File: src/rtl/qspi_xfer_ctrl_if.sv
// Host-side request/response bus of the quad-SPI transfer controller.
// The host drives the request and the controller returns status and read data.
interface qspi_xfer_ctrl_if #(
    parameter int unsigned NUM_CS    = 3,
    parameter int unsigned ADDR_BITS = 24
);
    localparam int unsigned CS_W = (NUM_CS > 1) ? $clog2(NUM_CS) : 1;

    logic                 start;
    logic [CS_W-1:0]      cs_sel;
    logic                 is_write;
    logic [ADDR_BITS-1:0] addr;
    logic [1:0]           len;
    logic [31:0]          wdata;
    logic                 busy;
    logic                 done;
    logic [31:0]          rdata;

    modport master (
        output start, cs_sel, is_write, addr, len, wdata,
        input  busy, done, rdata
    );

    modport slave (
        input  start, cs_sel, is_write, addr, len, wdata,
        output busy, done, rdata
    );
endinterface

File: src/rtl/qspi_xfer_ctrl.sv
// Quad-SPI transfer controller: command, address, optional dummy and 1..4 data bytes,
// one nibble per two clk cycles, with registered pin outputs.
module qspi_xfer_ctrl #(
    parameter int unsigned NUM_CS       = 3,
    parameter int unsigned ADDR_BITS    = 24,
    parameter int unsigned DUMMY_CYCLES = 4,
    parameter logic [7:0]  READ_CMD     = 8'hEB,
    parameter logic [7:0]  WRITE_CMD    = 8'h38
) (
    input  logic              clk,
    input  logic              rstn,
    qspi_xfer_ctrl_if.slave   host,
    input  logic [3:0]        spi_data_in,
    output logic [3:0]        spi_data_out,
    output logic [3:0]        spi_data_oe,
    output logic              spi_clk_out,
    output logic [NUM_CS-1:0] spi_cs_n
);
    localparam int unsigned CS_W       = (NUM_CS > 1) ? $clog2(NUM_CS) : 1;
    localparam int unsigned ADDR_NIB   = ADDR_BITS / 4;
    localparam logic [4:0]  ADDR_LAST  = 5'(ADDR_NIB - 1);
    localparam logic [4:0]  DUMMY_LAST = (DUMMY_CYCLES == 0) ? 5'd0 : 5'(DUMMY_CYCLES - 1);

    typedef enum logic [2:0] {
        S_IDLE, S_CMD, S_ADDR, S_DUMMY, S_DATA, S_END
    } state_t;

    state_t               state_q, state_d;
    logic [4:0]           cnt_q, cnt_d;
    logic                 ph_q, ph_d;
    logic [CS_W-1:0]      cs_q, cs_d;
    logic                 wr_q, wr_d;
    logic [ADDR_BITS-1:0] addr_q, addr_d;
    logic [1:0]           len_q, len_d;
    logic [31:0]          wdata_q, wdata_d;
    logic [31:0]          acc_q, acc_d;
    logic [31:0]          rdata_q, rdata_d;
    logic                 busy_q, busy_d;
    logic                 done_q, done_d;
    logic [NUM_CS-1:0]    cs_n_q, cs_n_d;
    logic                 sclk_q, sclk_d;
    logic [3:0]           dout_q, dout_d;
    logic [3:0]           oe_q, oe_d;

    logic                 accept;
    logic                 active;
    logic [4:0]           last_nib;
    logic [4:0]           rd_off;
    logic [4:0]           wr_off;
    logic [7:0]           cmd;

    // Sequencing, then pin values derived from the next state so every pin is a flop.
    always_comb begin
        state_d  = state_q;
        cnt_d    = cnt_q;
        ph_d     = ph_q;
        cs_d     = cs_q;
        wr_d     = wr_q;
        addr_d   = addr_q;
        len_d    = len_q;
        wdata_d  = wdata_q;
        acc_d    = acc_q;
        rdata_d  = rdata_q;
        accept   = 1'b0;
        active   = 1'b0;
        last_nib = 5'd0;
        cmd      = READ_CMD;
        rd_off   = {cnt_q[2:1], ~cnt_q[0], 2'b00};
        wr_off   = 5'd0;
        busy_d   = 1'b0;
        done_d   = 1'b0;
        cs_n_d   = '1;
        sclk_d   = 1'b0;
        dout_d   = 4'h0;
        oe_d     = 4'h0;

        case (state_q)
            S_CMD:   last_nib = 5'd1;
            S_ADDR:  last_nib = ADDR_LAST;
            S_DUMMY: last_nib = DUMMY_LAST;
            S_DATA:  last_nib = {2'b00, len_q, 1'b1};
            default: last_nib = 5'd0;
        endcase

        case (state_q)
            S_IDLE: begin
                accept = host.start && (32'(host.cs_sel) < NUM_CS);
                if (accept) begin
                    state_d = S_CMD;
                    cnt_d   = 5'd0;
                    ph_d    = 1'b0;
                    cs_d    = host.cs_sel;
                    wr_d    = host.is_write;
                    addr_d  = host.addr;
                    len_d   = host.len;
                    wdata_d = host.wdata;
                    acc_d   = 32'd0;
                end
            end
            S_END: state_d = S_IDLE;
            default: begin
                ph_d = ~ph_q;
                if (ph_q) begin
                    // Read data is captured on the edge closing the SPI-clock-high half.
                    if (state_q == S_DATA && !wr_q)
                        acc_d[rd_off +: 4] = spi_data_in;
                    if (cnt_q == last_nib) begin
                        cnt_d = 5'd0;
                        case (state_q)
                            S_CMD:   state_d = S_ADDR;
                            S_ADDR:  state_d = (!wr_q && DUMMY_CYCLES != 0) ? S_DUMMY : S_DATA;
                            S_DUMMY: state_d = S_DATA;
                            default: begin
                                state_d = S_END;
                                if (!wr_q)
                                    rdata_d = acc_d;
                            end
                        endcase
                    end else begin
                        cnt_d = cnt_q + 5'd1;
                    end
                end
            end
        endcase

        active = (state_d == S_CMD) || (state_d == S_ADDR) ||
                 (state_d == S_DUMMY) || (state_d == S_DATA);
        busy_d = (state_d != S_IDLE);
        done_d = (state_d == S_END);
        sclk_d = active && ph_d;
        for (int unsigned i = 0; i < NUM_CS; i++) begin
            if (active && 32'(cs_d) == i)
                cs_n_d[i] = 1'b0;
        end

        cmd    = wr_d ? WRITE_CMD : READ_CMD;
        wr_off = {cnt_d[2:1], ~cnt_d[0], 2'b00};
        case (state_d)
            S_CMD: begin
                oe_d   = 4'hF;
                dout_d = cnt_d[0] ? cmd[3:0] : cmd[7:4];
            end
            S_ADDR: begin
                oe_d   = 4'hF;
                dout_d = 4'(addr_d >> {ADDR_LAST - cnt_d, 2'b00});
            end
            S_DATA: begin
                if (wr_d) begin
                    oe_d   = 4'hF;
                    dout_d = wdata_d[wr_off +: 4];
                end
            end
            default: begin
                oe_d   = 4'h0;
                dout_d = 4'h0;
            end
        endcase
    end

    always_ff @(posedge clk) begin
        if (!rstn) begin
            state_q <= S_IDLE;
            cnt_q   <= 5'd0;
            ph_q    <= 1'b0;
            cs_q    <= '0;
            wr_q    <= 1'b0;
            addr_q  <= '0;
            len_q   <= 2'd0;
            wdata_q <= 32'd0;
            acc_q   <= 32'd0;
            rdata_q <= 32'd0;
            busy_q  <= 1'b0;
            done_q  <= 1'b0;
            cs_n_q  <= '1;
            sclk_q  <= 1'b0;
            dout_q  <= 4'h0;
            oe_q    <= 4'h0;
        end else begin
            state_q <= state_d;
            cnt_q   <= cnt_d;
            ph_q    <= ph_d;
            cs_q    <= cs_d;
            wr_q    <= wr_d;
            addr_q  <= addr_d;
            len_q   <= len_d;
            wdata_q <= wdata_d;
            acc_q   <= acc_d;
            rdata_q <= rdata_d;
            busy_q  <= busy_d;
            done_q  <= done_d;
            cs_n_q  <= cs_n_d;
            sclk_q  <= sclk_d;
            dout_q  <= dout_d;
            oe_q    <= oe_d;
        end
    end

    assign host.busy    = busy_q;
    assign host.done    = done_q;
    assign host.rdata   = rdata_q;
    assign spi_cs_n     = cs_n_q;
    assign spi_clk_out  = sclk_q;
    assign spi_data_out = dout_q;
    assign spi_data_oe  = oe_q;
endmodule

File: src/flat_wrapper.sv
// flat-port wrapper written by rule: the top's interface ports become plain ports
module qspi_xfer_ctrl_flat 
#(
    parameter int unsigned NUM_CS       = 3,
    parameter int unsigned ADDR_BITS    = 24,
    parameter int unsigned DUMMY_CYCLES = 4,
    parameter logic [7:0]  READ_CMD     = 8'hEB,
    parameter logic [7:0]  WRITE_CMD    = 8'h38
)
  (clk, rstn, spi_data_in, spi_data_out, spi_data_oe, spi_clk_out, spi_cs_n, host_start, host_cs_sel, host_is_write, host_addr, host_len, host_wdata, host_busy, host_done, host_rdata);
  qspi_xfer_ctrl_if #(.NUM_CS(NUM_CS), .ADDR_BITS(ADDR_BITS)) host_i ();
  input  logic clk;
  input  logic rstn;
  input  logic [3:0] spi_data_in;
  output logic [3:0] spi_data_out;
  output logic [3:0] spi_data_oe;
  output logic spi_clk_out;
  output logic [NUM_CS-1:0] spi_cs_n;
  input wire logic [$bits(host_i.start)-1:0] host_start;
  input wire logic [$bits(host_i.cs_sel)-1:0] host_cs_sel;
  input wire logic [$bits(host_i.is_write)-1:0] host_is_write;
  input wire logic [$bits(host_i.addr)-1:0] host_addr;
  input wire logic [$bits(host_i.len)-1:0] host_len;
  input wire logic [$bits(host_i.wdata)-1:0] host_wdata;
  output wire logic [$bits(host_i.busy)-1:0] host_busy;
  output wire logic [$bits(host_i.done)-1:0] host_done;
  output wire logic [$bits(host_i.rdata)-1:0] host_rdata;
  assign host_i.start = host_start;
  assign host_i.cs_sel = host_cs_sel;
  assign host_i.is_write = host_is_write;
  assign host_i.addr = host_addr;
  assign host_i.len = host_len;
  assign host_i.wdata = host_wdata;
  assign host_busy = host_i.busy;
  assign host_done = host_i.done;
  assign host_rdata = host_i.rdata;
  qspi_xfer_ctrl #(.NUM_CS(NUM_CS), .ADDR_BITS(ADDR_BITS), .DUMMY_CYCLES(DUMMY_CYCLES), .READ_CMD(READ_CMD), .WRITE_CMD(WRITE_CMD)) u_core (.clk(clk), .rstn(rstn), .host(host_i), .spi_data_in(spi_data_in), .spi_data_out(spi_data_out), .spi_data_oe(spi_data_oe), .spi_clk_out(spi_clk_out), .spi_cs_n(spi_cs_n));
endmodule
File: config.mk
export PLATFORM = sky130hd
export DESIGN_NAME = qspi_xfer_ctrl_flat
export DESIGN_NICKNAME = d
export VERILOG_FILES = /design/src/rtl/qspi_xfer_ctrl_if.sv /design/src/rtl/qspi_xfer_ctrl.sv /design/src/flat_wrapper.sv
export SDC_FILE = /design/constraint.sdc
export NUM_CORES = 1
export LEC_CHECK = 0
export ABC_AREA = 1
export BUFFER_PORTS_ARGS = -buffer_cell sky130_fd_sc_hd__buf_2
export CAP_MARGIN = 15
export CORE_AREA = 8 8 125 127
export CTS_BUF_LIST = sky130_fd_sc_hd__clkbuf_8
export DETAILED_ROUTE_END_ITERATION = 10
export DIE_AREA = 0 0 133 135
export PLACE_DENSITY_LB_ADDON = 0.12
export SYNTH_ARGS = -nofsm -noshare
export SYNTH_HDL_FRONTEND = slang
export SYNTH_SLANG_ARGS = --single-unit
File: constraint.sdc
create_clock -name clk -period 2.4 [get_ports clk]
set_clock_uncertainty 0.2 [all_clocks]
set_input_delay 0.36 -clock clk [delete_from_list [all_inputs] [get_ports clk]]
set_output_delay 0.36 -clock clk [all_outputs]
set_load 0.05 [all_outputs]
==> impl_metrics.env, run 1 <==
export IMPL_status="complete, no violations"
export IMPL_ys_seq_elements=145
export IMPL_r2r_start="u_core.state_q[0]$_SDFF_PN0_"
export IMPL_grt_max_degree=79
export IMPL_synth_top_area_share=0.4349
export IMPL_num_rows=43
export IMPL_cts_buffers=17
export IMPL_power_density_mw_per_mm2=1057
export IMPL_period_minus_slack_ns=2.354
export IMPL_grt_pass1_wl_microns=30390
export IMPL_timing_fmax_ghz=0.4248
export IMPL_wl_per_cell_microns=14.68
export IMPL_dpl_cell_area_sq_mm=0.007796
export IMPL_vias_per_cell=5.058
export IMPL_htreeDepth=4
export IMPL_dp_hpwl_microns=13120
export IMPL_yosysSeqAreaShare=0.4349
export IMPL_coreArea_sq_mm=0.01361
export IMPL_fp_dieW_microns=133
export IMPL_cts_sinks=145
export IMPL_timing_rr_end="u_core.spi_data_out[0]$_SDFF_PN0_"
export IMPL_synthMuxAreaShare=0.09411
export IMPL_arrival_ns=2.51
export IMPL_drive_gt1_frac=0.2654
export IMPL_synth_nets=959
export IMPL_root_buffer="clkbuf_8"
export IMPL_num_vias=6494
export IMPL_synth_top_family_by_area="simple AND/OR/NAND/NOR gates"
export IMPL_syn_area_per_cell_sq_um=7.550
export IMPL_ir_drop_mv=0.6115
export IMPL_fin_nets=1168
export IMPL_crit_path_end_kind="flip-flop"
export IMPL_hold_viol=0
export IMPL_seqCellArea_sq_mm=0.002915
export IMPL_track_usage=0.2082
export IMPL_cp_start_kind="flip-flop"
export IMPL_multi_input_area_sq_mm=0.003438
export IMPL_grt_pass1_vias=6179
export IMPL_routed_wl_microns=18850
export IMPL_crit_type="reg -> reg"
export IMPL_drt_iter0_drc=420
export IMPL_fill_cells=1159
export IMPL_min_period_over_period=0.9809
export IMPL_whs_ns=0.02634
export IMPL_cts_max_path_buffers=2
export IMPL_reg2regPathDepth=13
export IMPL_tightest_slew_ns=0.4267
export IMPL_antenna_cells=0
export IMPL_synth_cell_area_sq_mm=0.006674
export IMPL_ff2ff_setup_slack_ns=0.05
export IMPL_cap_violations=0
export IMPL_synth_area_leaders="dfxtp_1 43%, nand2_1 9.7%, mux2i_1 8.4%"
export IMPL_die_area_sq_mm=0.01796
export IMPL_cp_startpoint="u_core.state_q[0]$_SDFF_PN0_"
export IMPL_ys_warnings_count=0
export IMPL_synthSimpleGateAreaFrac=0.2812
export IMPL_crit_fanout=5
export IMPL_yosysTopAreaCell="dfxtp_1"
export IMPL_rsz0062_at_grt="yes"
export IMPL_hold_class="in -> reg"
export IMPL_synthAdderAreaFrac=0.01312
export IMPL_gp_congestion=0.8781
export IMPL_tns_ns=0
export IMPL_clk_pin_slew_ns=0.08
export IMPL_crit_path_end="u_core.spi_data_out[0]$_SDFF_PN0_"
export IMPL_required_ns=2.56
export IMPL_tritoncts="done"
export IMPL_start_util=0.4903
export IMPL_first_pass_iters=5
export IMPL_leakagePower_nw=4.254
export IMPL_slew_violations=0
export IMPL_antenna_found_initial=0
export IMPL_fin_util=0.6594
export IMPL_max_slew_margin=0.7133
export IMPL_synthXorXnorAreaFrac=0
export IMPL_gr_total_overflow=0
export IMPL_synth_compound_area_frac=0.1007
export IMPL_io_pins=114
export IMPL_final_area_sq_mm=0.008976
export IMPL_fp_dieH_microns=135
export IMPL_yosys_cell_types_count=35
export IMPL_power_total_mw=9.488
export IMPL_ant_nets=0
export IMPL_synthToLayoutAreaGrowth_pct=34.50
export IMPL_clock_latency_ns=0.45
export IMPL_synth_cells=884
export IMPL_port_buffers=113
export IMPL_setup_violations=0
export IMPL_drc_errors=0
## area by class of cell
cell class / count / share of cell area
clock inverters: 13 / 0.01533
repair buffers: 236 / 0.1974
multi-input cells: 626 / 0.3831
flip-flops and latches: 145 / 0.3248
inverters: 67 / 0.02830
well taps: 180 / 0.02509
clock buffers: 17 / 0.02607
## how the worst min path moves through the flow
| stage | cells past startpoint | endpoint | startpoint |
|---|---|---|---|
| after floorplan | 2 | u_core.acc_q[0]$_SDFFE_PN0P_ | u_core.acc_q[0]$_SDFFE_PN0P_ |
| after CTS | 3 | u_core.addr_q[8]$_SDFF_PN0_ | host_addr[8] |
| after detailed placement | 2 | u_core.host.rdata[31]$_SDFFE_PN0P_ | u_core.host.rdata[31]$_SDFFE_PN0P_ |
| final | 3 | u_core.addr_q[9]$_SDFF_PN0_ | host_addr[9] |
| after global routing | 3 | u_core.addr_q[9]$_SDFF_PN0_ | host_addr[9] |
| after global placement | 2 | u_core.host.rdata[31]$_SDFFE_PN0P_ | u_core.host.rdata[31]$_SDFFE_PN0P_ |
## logic make-up after synthesis
family,count (synthesis)
multiplexers,62
flip-flops,145
AO/OA/AOI/OAI,128
AND/OR/NAND/NOR,429
adder cells (fa/ha/maj),7
buffers and inverters,113
## cells in the final DEF, fill, tap and decap left out, types with 4 or more instances in the layout
master,Yosys,layout
a21oi_1,68,64
nand2_2,8,12
buf_6,5,6
nor3_1,8,5
nand3_2,0,6
or2_2,7,7
nor2_1,130,126
inv_2,9,11
mux2i_1,56,51
buf_4,6,51
nor2_4,5,9
clkinv_2,0,4
nor2_2,4,4
dlygate4sd3_1,0,56
ha_1,7,6
nand2_1,172,167
o21ai_1,14,22
buf_12,0,9
a21oi_2,1,5
nand4_1,7,7
dfxtp_1,145,141
buf_2,18,113
clkbuf_8,0,17
inv_1,58,55
nand3_1,82,76
mux2_2,6,6
o21ai_0,36,27
## metal layers
layer,up-vias,track usage,part of all wire
met5,-,0,0
met4,0,0.08896,0.024
met3,36,0.05126,0.046
met2,166,0.3604,0.50
met1,2995,0.2397,0.42
li1,3297,-,-
## worst max-delay path, cell delays in order (launching register included)
cell	delay, ns
dfxtp_4	0.36
nor2_4	0.17
inv_2	0.08
nor2_4	0.15
nand2_4	0.07
buf_4	0.17
buf_4	0.16
o21ai_1	0.23
inv_1	0.13
ha_1	0.29
nand2_1	0.07
nand3_1	0.08
nand2_1	0.06
inv_1	0.04
## repair_timing
action,in CTS,in global routing
pin swaps,0,11
buffers inserted,2,4
hold endpoints to repair,56,0
hold buffers,56,0
cloned,0,0
endpoints found under the setup margin,4,50
gates resized for setup,1,58
## state kept, by name (all words and copies together) (netlist names), 2 cells and up
name	flops
u_core.acc_q	32
u_core.host.rdata	32
u_core.wdata_q	32
u_core.addr_q	24
u_core.cnt_q	5
u_core.spi_data_out	4
u_core.spi_cs_n	3
u_core.state_q	3
u_core.cs_q	2
u_core.len_q	2
## cells in the mapped netlist (all sizes together)
cell,number
nand2,182
dfxtp,145
nor2,139
nand3,83
a21oi,69
inv,67
mux2i,56
o21ai,51
buf,29
clkbuf,17
nor3,8
or2,8
ha,7
nand4,7
mux2,6
nor4,2
o211ai,2
o21a,2
a211oi,1
a21boi,1
a21o,1
a31oi,1
## where the power goes
group	internal [mW]	total, mW	switching (mW)
clock network	0.912	1.87	0.954
logic	1.93	4.80	2.87
registers	2.68	2.82	0.143
## through the flow
step | cells | setup slack [ns]
2_1_floorplan | 884 | 0.003942
3_3_place_gp | 1192 | -0.02299
3_5_place_dp | 1192 | -0.02564
4_1_cts | 1280 | 0.01219
5_1_grt | 1284 | -0.08786
6_report | 1284 | 0.04581
Power figures use the tool's default switching activity.
==> run 2, diff against run 1 <==
clock period = 2.24 ns   (was 2.4 ns; I/O delays follow)
==> run 2 against run 1 <==
  * The flow now finishes with violations (setup timing)
  * Non-clock buffer count rose by 48
  * Fmax about the same
  * Global-route usage increased by 0.19 points
  * Largest cell class unchanged
==> impl_metrics.env, run 2 (synthesis gave the netlist of run 1 again) <==
export IMPL_required_ns=2.41
export IMPL_dp_cells=1245
export IMPL_max_slew_margin=0.6938
export IMPL_grt_pass1_wl_microns=30840
export IMPL_slowest_delay_ns=0.36
export IMPL_clk_pin_slew_ns=0.08
export IMPL_final_cells=1335
export IMPL_hold_class="in -> reg"
export IMPL_path_common_cell="nand2_1"
export IMPL_period_minus_slack_ns=2.352
export IMPL_first_pass_iters=4
export IMPL_slowest_stage="dfxtp_4"
export IMPL_fp_dieW_microns=133
export IMPL_critical_path_buf_inv_count=4
export IMPL_hold_viol=0
export IMPL_cts_max_path_buffers=2
export IMPL_leakagePower_nw=4.591
export IMPL_ir_drop_mv=0.6803
export IMPL_num_vias=6718
export IMPL_gr_total_overflow=0
export IMPL_grt_pass1_vias=6330
export IMPL_violations="setup timing"
export IMPL_port_buffers=113
export IMPL_start_util=0.4903
export IMPL_ff2ff_setup_slack_ns=-0.11
export IMPL_crit_type="reg -> reg"
export IMPL_setup_slack_ns=-0.1120
export IMPL_drc_errors=0
export IMPL_num_rows=43
export IMPL_power_density_mw_per_mm2=1148
export IMPL_slew_violations=0
export IMPL_final_area_sq_mm=0.009686
export IMPL_coreArea_sq_mm=0.01361
export IMPL_setup_violations=11
export IMPL_cts_sinks=145
export IMPL_pre_cts_slack_ns=-0.08755
export IMPL_fp_dieH_microns=135
export IMPL_track_usage=0.2100
export IMPL_root_buffer="clkbuf_8"
export IMPL_arrival_ns=2.53
export IMPL_gp_congestion=0.8339
export IMPL_dpl_cell_area_sq_mm=0.008294
export IMPL_htreeDepth=4
export IMPL_mostFrequentLayoutCells="158 x nand2_1, 140 x dfxtp_1, 116 x nor2_1"
export IMPL_synthToLayoutAreaGrowth_pct=45.13
export IMPL_status="finished, violations left"
export IMPL_clock_latency_ns=0.47
export IMPL_ant_nets=0
export IMPL_cap_violations=0
export IMPL_vias_per_cell=5.032
export IMPL_tns_ns=-0.4490
export IMPL_fin_nets=1216
export IMPL_wl_per_cell_microns=15.36
export IMPL_drive_gt1_frac=0.3527
export IMPL_rsz0062_at_grt="yes"
export IMPL_crit_path_cell_trace="nor2_4, inv_2, nor2_4, nand2_4, buf_12, buf_4, mux2i_1, nand3_1, nand3_1, nand2_1, nand2_1, nand2_1, nand2_1, nand3_1, nand2_1, inv_1"
export IMPL_tightest_slew_ns=0.4586
export IMPL_timing_fmax_ghz=0.4252
export IMPL_cp_start_kind="flip-flop"
export IMPL_die_area_sq_mm=0.01796
export IMPL_critPathTopFamily="simple AND/OR/NAND/NOR gates"
export IMPL_drt_iter0_drc=449
export IMPL_min_period_over_period=1.050
export IMPL_antenna_found_initial=1
export IMPL_crit_fanout=10
export IMPL_io_pins=114
export IMPL_final_common_cell="nand2_1"
export IMPL_dp_hpwl_microns=13390
export IMPL_routed_wl_microns=20510
export IMPL_grt_max_degree=50
export IMPL_cts_buffers=17
export IMPL_crit_path_end_kind="flip-flop"
export IMPL_tritoncts="done"
==> run 2: changes by cell type in the layout (fill, tap and decap cells not counted), moves of 6 or more <==
cell,change
nand2_1,-9
nor2_4,+6
a21oi_1,-9
nor2_1,-10
dlygate4sd3_1,-21
a21oi_2,+9
buf_6,+8
nand2_2,+6
buf_4,+52
==> run 2: worst paths after layout <==
kind / startpoint / to / depth (start not counted)
setup reg to reg: u_core.state_q[0]$_SDFF_PN0_ / u_core.spi_data_out[3]$_SDFF_PN0_ / 16
hold / removal: spi_data_in[2] / u_core.host.rdata[30]$_SDFFE_PN0P_ / 3
setup / recovery: u_core.state_q[0]$_SDFF_PN0_ / u_core.spi_data_out[3]$_SDFF_PN0_ / 16
hold reg to reg: u_core.host.rdata[3]$_SDFFE_PN0P_ / u_core.host.rdata[3]$_SDFFE_PN0P_ / 2
==> run 2: repair_timing <==
item                                   in CTS  in global routing
setup endpoints to repair                  10                 73
endpoints found under the hold margin      35                  0
gates resized for setup                    24                 95
buffers inserted                            2                  9
cloned                                      0                 11
hold buffers                               35                  0
pin swaps                                   6                 20
==> run 2: stage by stage <==
stage,hold slack [ns],util,power [mW]
after floorplan,0.2407,-,6.364
after detailed placement,0.2331,0.6093,8.212
after global routing,0.05278,0.7116,11.79
after global placement,0.2306,0.6093,8.166
final,0.04869,0.7116,11.11
after CTS,0.02609,0.6717,10.55
==> run 2: tightest hold or removal path, delay by kind of cell <==
family	cells	cell delay, ns
AND/OR/NAND/NOR	1	0.11
buffers and inverters	1	0.14
AO/OA/AOI/OAI	1	0.09
==> run 2: routing by layer <==
layer,vias up,GRT usage,share of wire
li1,3409,-,-
met1,3122,0.2445,0.42
met2,147,0.3649,0.51
met3,40,0.05163,0.043
met4,0,0.07950,0.029
met5,-,0,0
==> run 2: layout make-up <==
class                      instances  area (sq um)
fill                            1124          3926
sequential                       145          2917
clock inverter                    13         132.6
clock buffer                      19         261.5
inverter                          67         271.5
timing repair buffer             284          2242
antenna                            1         2.502
multi-input combinational        626          3633
tap                              180         225.2
==> run 2: power by group <==
group	internal (mW)	switching, mW
combinational	2.65	3.34
sequential	2.87	0.156
clock	1.05	1.05
==> run 3, diff against run 2 <==
REMOVE_ABC_BUFFERS = 1   (was default)
==> run 3 against run 2 <==
  * The flow still finishes with violations (setup timing)
  * Setup slack worse by 0.013 ns
  * Sequential cell count unchanged
  * Sequential share of layout area is 0.76 points higher
  * Combinational power down 3%
  * Register-to-register slack about the same
  * Global-route usage fell by 0.84 points
  * Total power down 1.6%
==> impl_metrics.env, run 3 (synthesis gave the netlist of run 1 again) <==
export IMPL_setup_slack_ns=-0.1252
export IMPL_timing_rr_end="u_core.spi_data_out[1]$_SDFF_PN0_"
export IMPL_coreArea_sq_mm=0.01361
export IMPL_hold_viol=0
export IMPL_timing_fmax_ghz=0.4228
export IMPL_status="finished, violations left"
export IMPL_tightest_slew_ns=0.3642
export IMPL_final_common_cell="nand2_1"
export IMPL_fin_nets=1201
export IMPL_cts_buffers=17
export IMPL_gr_total_overflow=0
export IMPL_dp_cells=1251
export IMPL_final_cells=1318
export IMPL_ff2ff_setup_slack_ns=-0.13
export IMPL_grt_pass1_vias=6404
export IMPL_vias_per_cell=5.027
export IMPL_final_area_sq_mm=0.009448
export IMPL_hp_start="host_is_write"
export IMPL_hold_class="in -> reg"
export IMPL_reg2regPathDepth=18
export IMPL_root_buffer="clkbuf_8"
export IMPL_r2r_start="u_core.state_q[1]$_SDFF_PN0_"
export IMPL_worstHoldPathCells=3
export IMPL_cp_startpoint="u_core.state_q[1]$_SDFF_PN0_"
export IMPL_drive_gt1_frac=0.3453
export IMPL_power_density_mw_per_mm2=1158
export IMPL_rsz0062_at_grt="yes"
export IMPL_hold_end="u_core.wr_q$_SDFF_PN0_"
export IMPL_slew_violations=0
export IMPL_drt_iter0_drc=437
export IMPL_cts_sinks=145
export IMPL_period_minus_slack_ns=2.365
export IMPL_dpl_cell_area_sq_mm=0.008210
export IMPL_crit_path_end_kind="flip-flop"
export IMPL_violations="setup timing"
export IMPL_port_buffers=113
export IMPL_clock_latency_ns=0.47
export IMPL_crit_type="reg -> reg"
export IMPL_drc_errors=0
export IMPL_cp_start_kind="flip-flop"
export IMPL_io_pins=114
export IMPL_tritoncts="done"
export IMPL_grt_pass1_wl_microns=29690
export IMPL_cap_violations=0
export IMPL_mostFrequentLayoutCells="157 x nand2_1, 140 x dfxtp_1, 122 x nor2_1"
export IMPL_fp_dieH_microns=135
export IMPL_first_pass_iters=6
export IMPL_crit_fanout=5
export IMPL_antenna_found_initial=0
export IMPL_fp_dieW_microns=133
export IMPL_leakagePower_nw=4.532
export IMPL_max_slew_margin=0.7546
export IMPL_track_usage=0.2016
export IMPL_ir_drop_mv=0.8645
export IMPL_wl_per_cell_microns=14.45
export IMPL_dp_hpwl_microns=12700
export IMPL_gp_congestion=0.9045
export IMPL_min_period_over_period=1.056
export IMPL_arrival_ns=2.54
export IMPL_grt_max_degree=71
export IMPL_clk_pin_slew_ns=0.08
export IMPL_required_ns=2.42
export IMPL_tns_ns=-0.4701
export IMPL_cts_max_path_buffers=2
export IMPL_antenna_cells=0
export IMPL_num_vias=6625
export IMPL_htreeDepth=4
export IMPL_setup_violations=4
export IMPL_synthToLayoutAreaGrowth_pct=41.56
export IMPL_routed_wl_microns=19040
export IMPL_whs_ns=0.02465
export IMPL_num_rows=43
export IMPL_fill_cells=1146
export IMPL_start_util=0.4903
export IMPL_die_area_sq_mm=0.01796
export IMPL_ant_nets=0
-- run 3: changes by cell type in the layout (fill, tap and decap cells not counted), moves of 4 or more --
cell | before | now
mux2i_1 | 49 | 56
dlygate4sd3_1 | 35 | 23
mux2i_2 | 5 | 0
nor2_4 | 15 | 10
inv_6 | 4 | 0
nor2_1 | 116 | 122
buf_12 | 12 | 8
o21ai_1 | 23 | 19
-- run 3: worst max-delay path: stages, from the launching register on --
cell and delay [ns]:
dfxtp_4 0.37, nor2_4 0.16, inv_2 0.09, nand2_2 0.10, a21oi_2 0.08, nor2_4 0.15, nand3_4 0.11, nand2_1 0.11
o21ai_4 0.08, ha_4 0.26, buf_6 0.13, nand3_2 0.06, nand2_1 0.06, nand2_1 0.05, nand2_1 0.06, nand2_1 0.06
nand3_1 0.06, nand2_1 0.06, inv_1 0.03
-- run 3: cell type report --
class / instances / area, sq um / area share
Sequential cell: 145 / 2917 / 0.3087
Tap cell: 180 / 225.2 / 0.02384
Clock buffer: 20 / 275.3 / 0.02914
Timing Repair Buffer: 269 / 2067 / 0.2188
Clock inverter: 11 / 113.9 / 0.01205
Inverter: 67 / 271.5 / 0.02874
Multi-Input combinational cell: 626 / 3578 / 0.3788
-- run 3: repair_timing --
item	4_1_cts	5_1_grt
pin swaps	5	20
buffers inserted	1	5
cloned	0	7
hold endpoints to repair	23	0
gates resized for setup	22	106
setup endpoints to repair	44	74
hold buffers	23	0
-- run 3: through the flow --
| step | util | power, mW | setup slack, ns |
|---|---|---|---|
| 2_1_floorplan | - | 5.952 | -0.9565 |
| 3_3_place_gp | 0.6032 | 8.035 | -0.1860 |
| 3_5_place_dp | 0.6032 | 8.064 | -0.2440 |
| 4_1_cts | 0.6545 | 10.25 | -0.09848 |
| 5_1_grt | 0.6941 | 11.64 | -0.3854 |
| 6_report | 0.6941 | 10.94 | -0.1252 |
-- run 3: worst max-delay path by stage --
stage	slack, ns	end
3_3_place_gp	-0.19	u_core.spi_data_out[1]$_SDFF_PN0_
6_report	-0.13	u_core.spi_data_out[1]$_SDFF_PN0_
2_1_floorplan	-0.96	u_core.acc_q[0]$_SDFFE_PN0P_
3_5_place_dp	-0.24	u_core.spi_data_out[1]$_SDFF_PN0_
4_1_cts	-0.1	u_core.spi_data_out[3]$_SDFF_PN0_
5_1_grt	-0.39	u_core.spi_data_out[1]$_SDFF_PN0_
-- run 3: metal layers --
metal,GRT usage,vias to the layer above,wire length (microns)
li1,-,3375,-
met1,0.2290,3053,8141
met2,0.3469,164,9569
met3,0.06315,33,929
met4,0.07697,0,404
met5,0,-,0
-- run 3: report_power, final --
| group | switching, mW | internal, mW |
|---|---|---|
| Combinational | 3.24 | 2.60 |
| Clock | 0.999 | 1.06 |
| Sequential | 0.163 | 2.87 |
| Total | 4.41 | 6.53 |
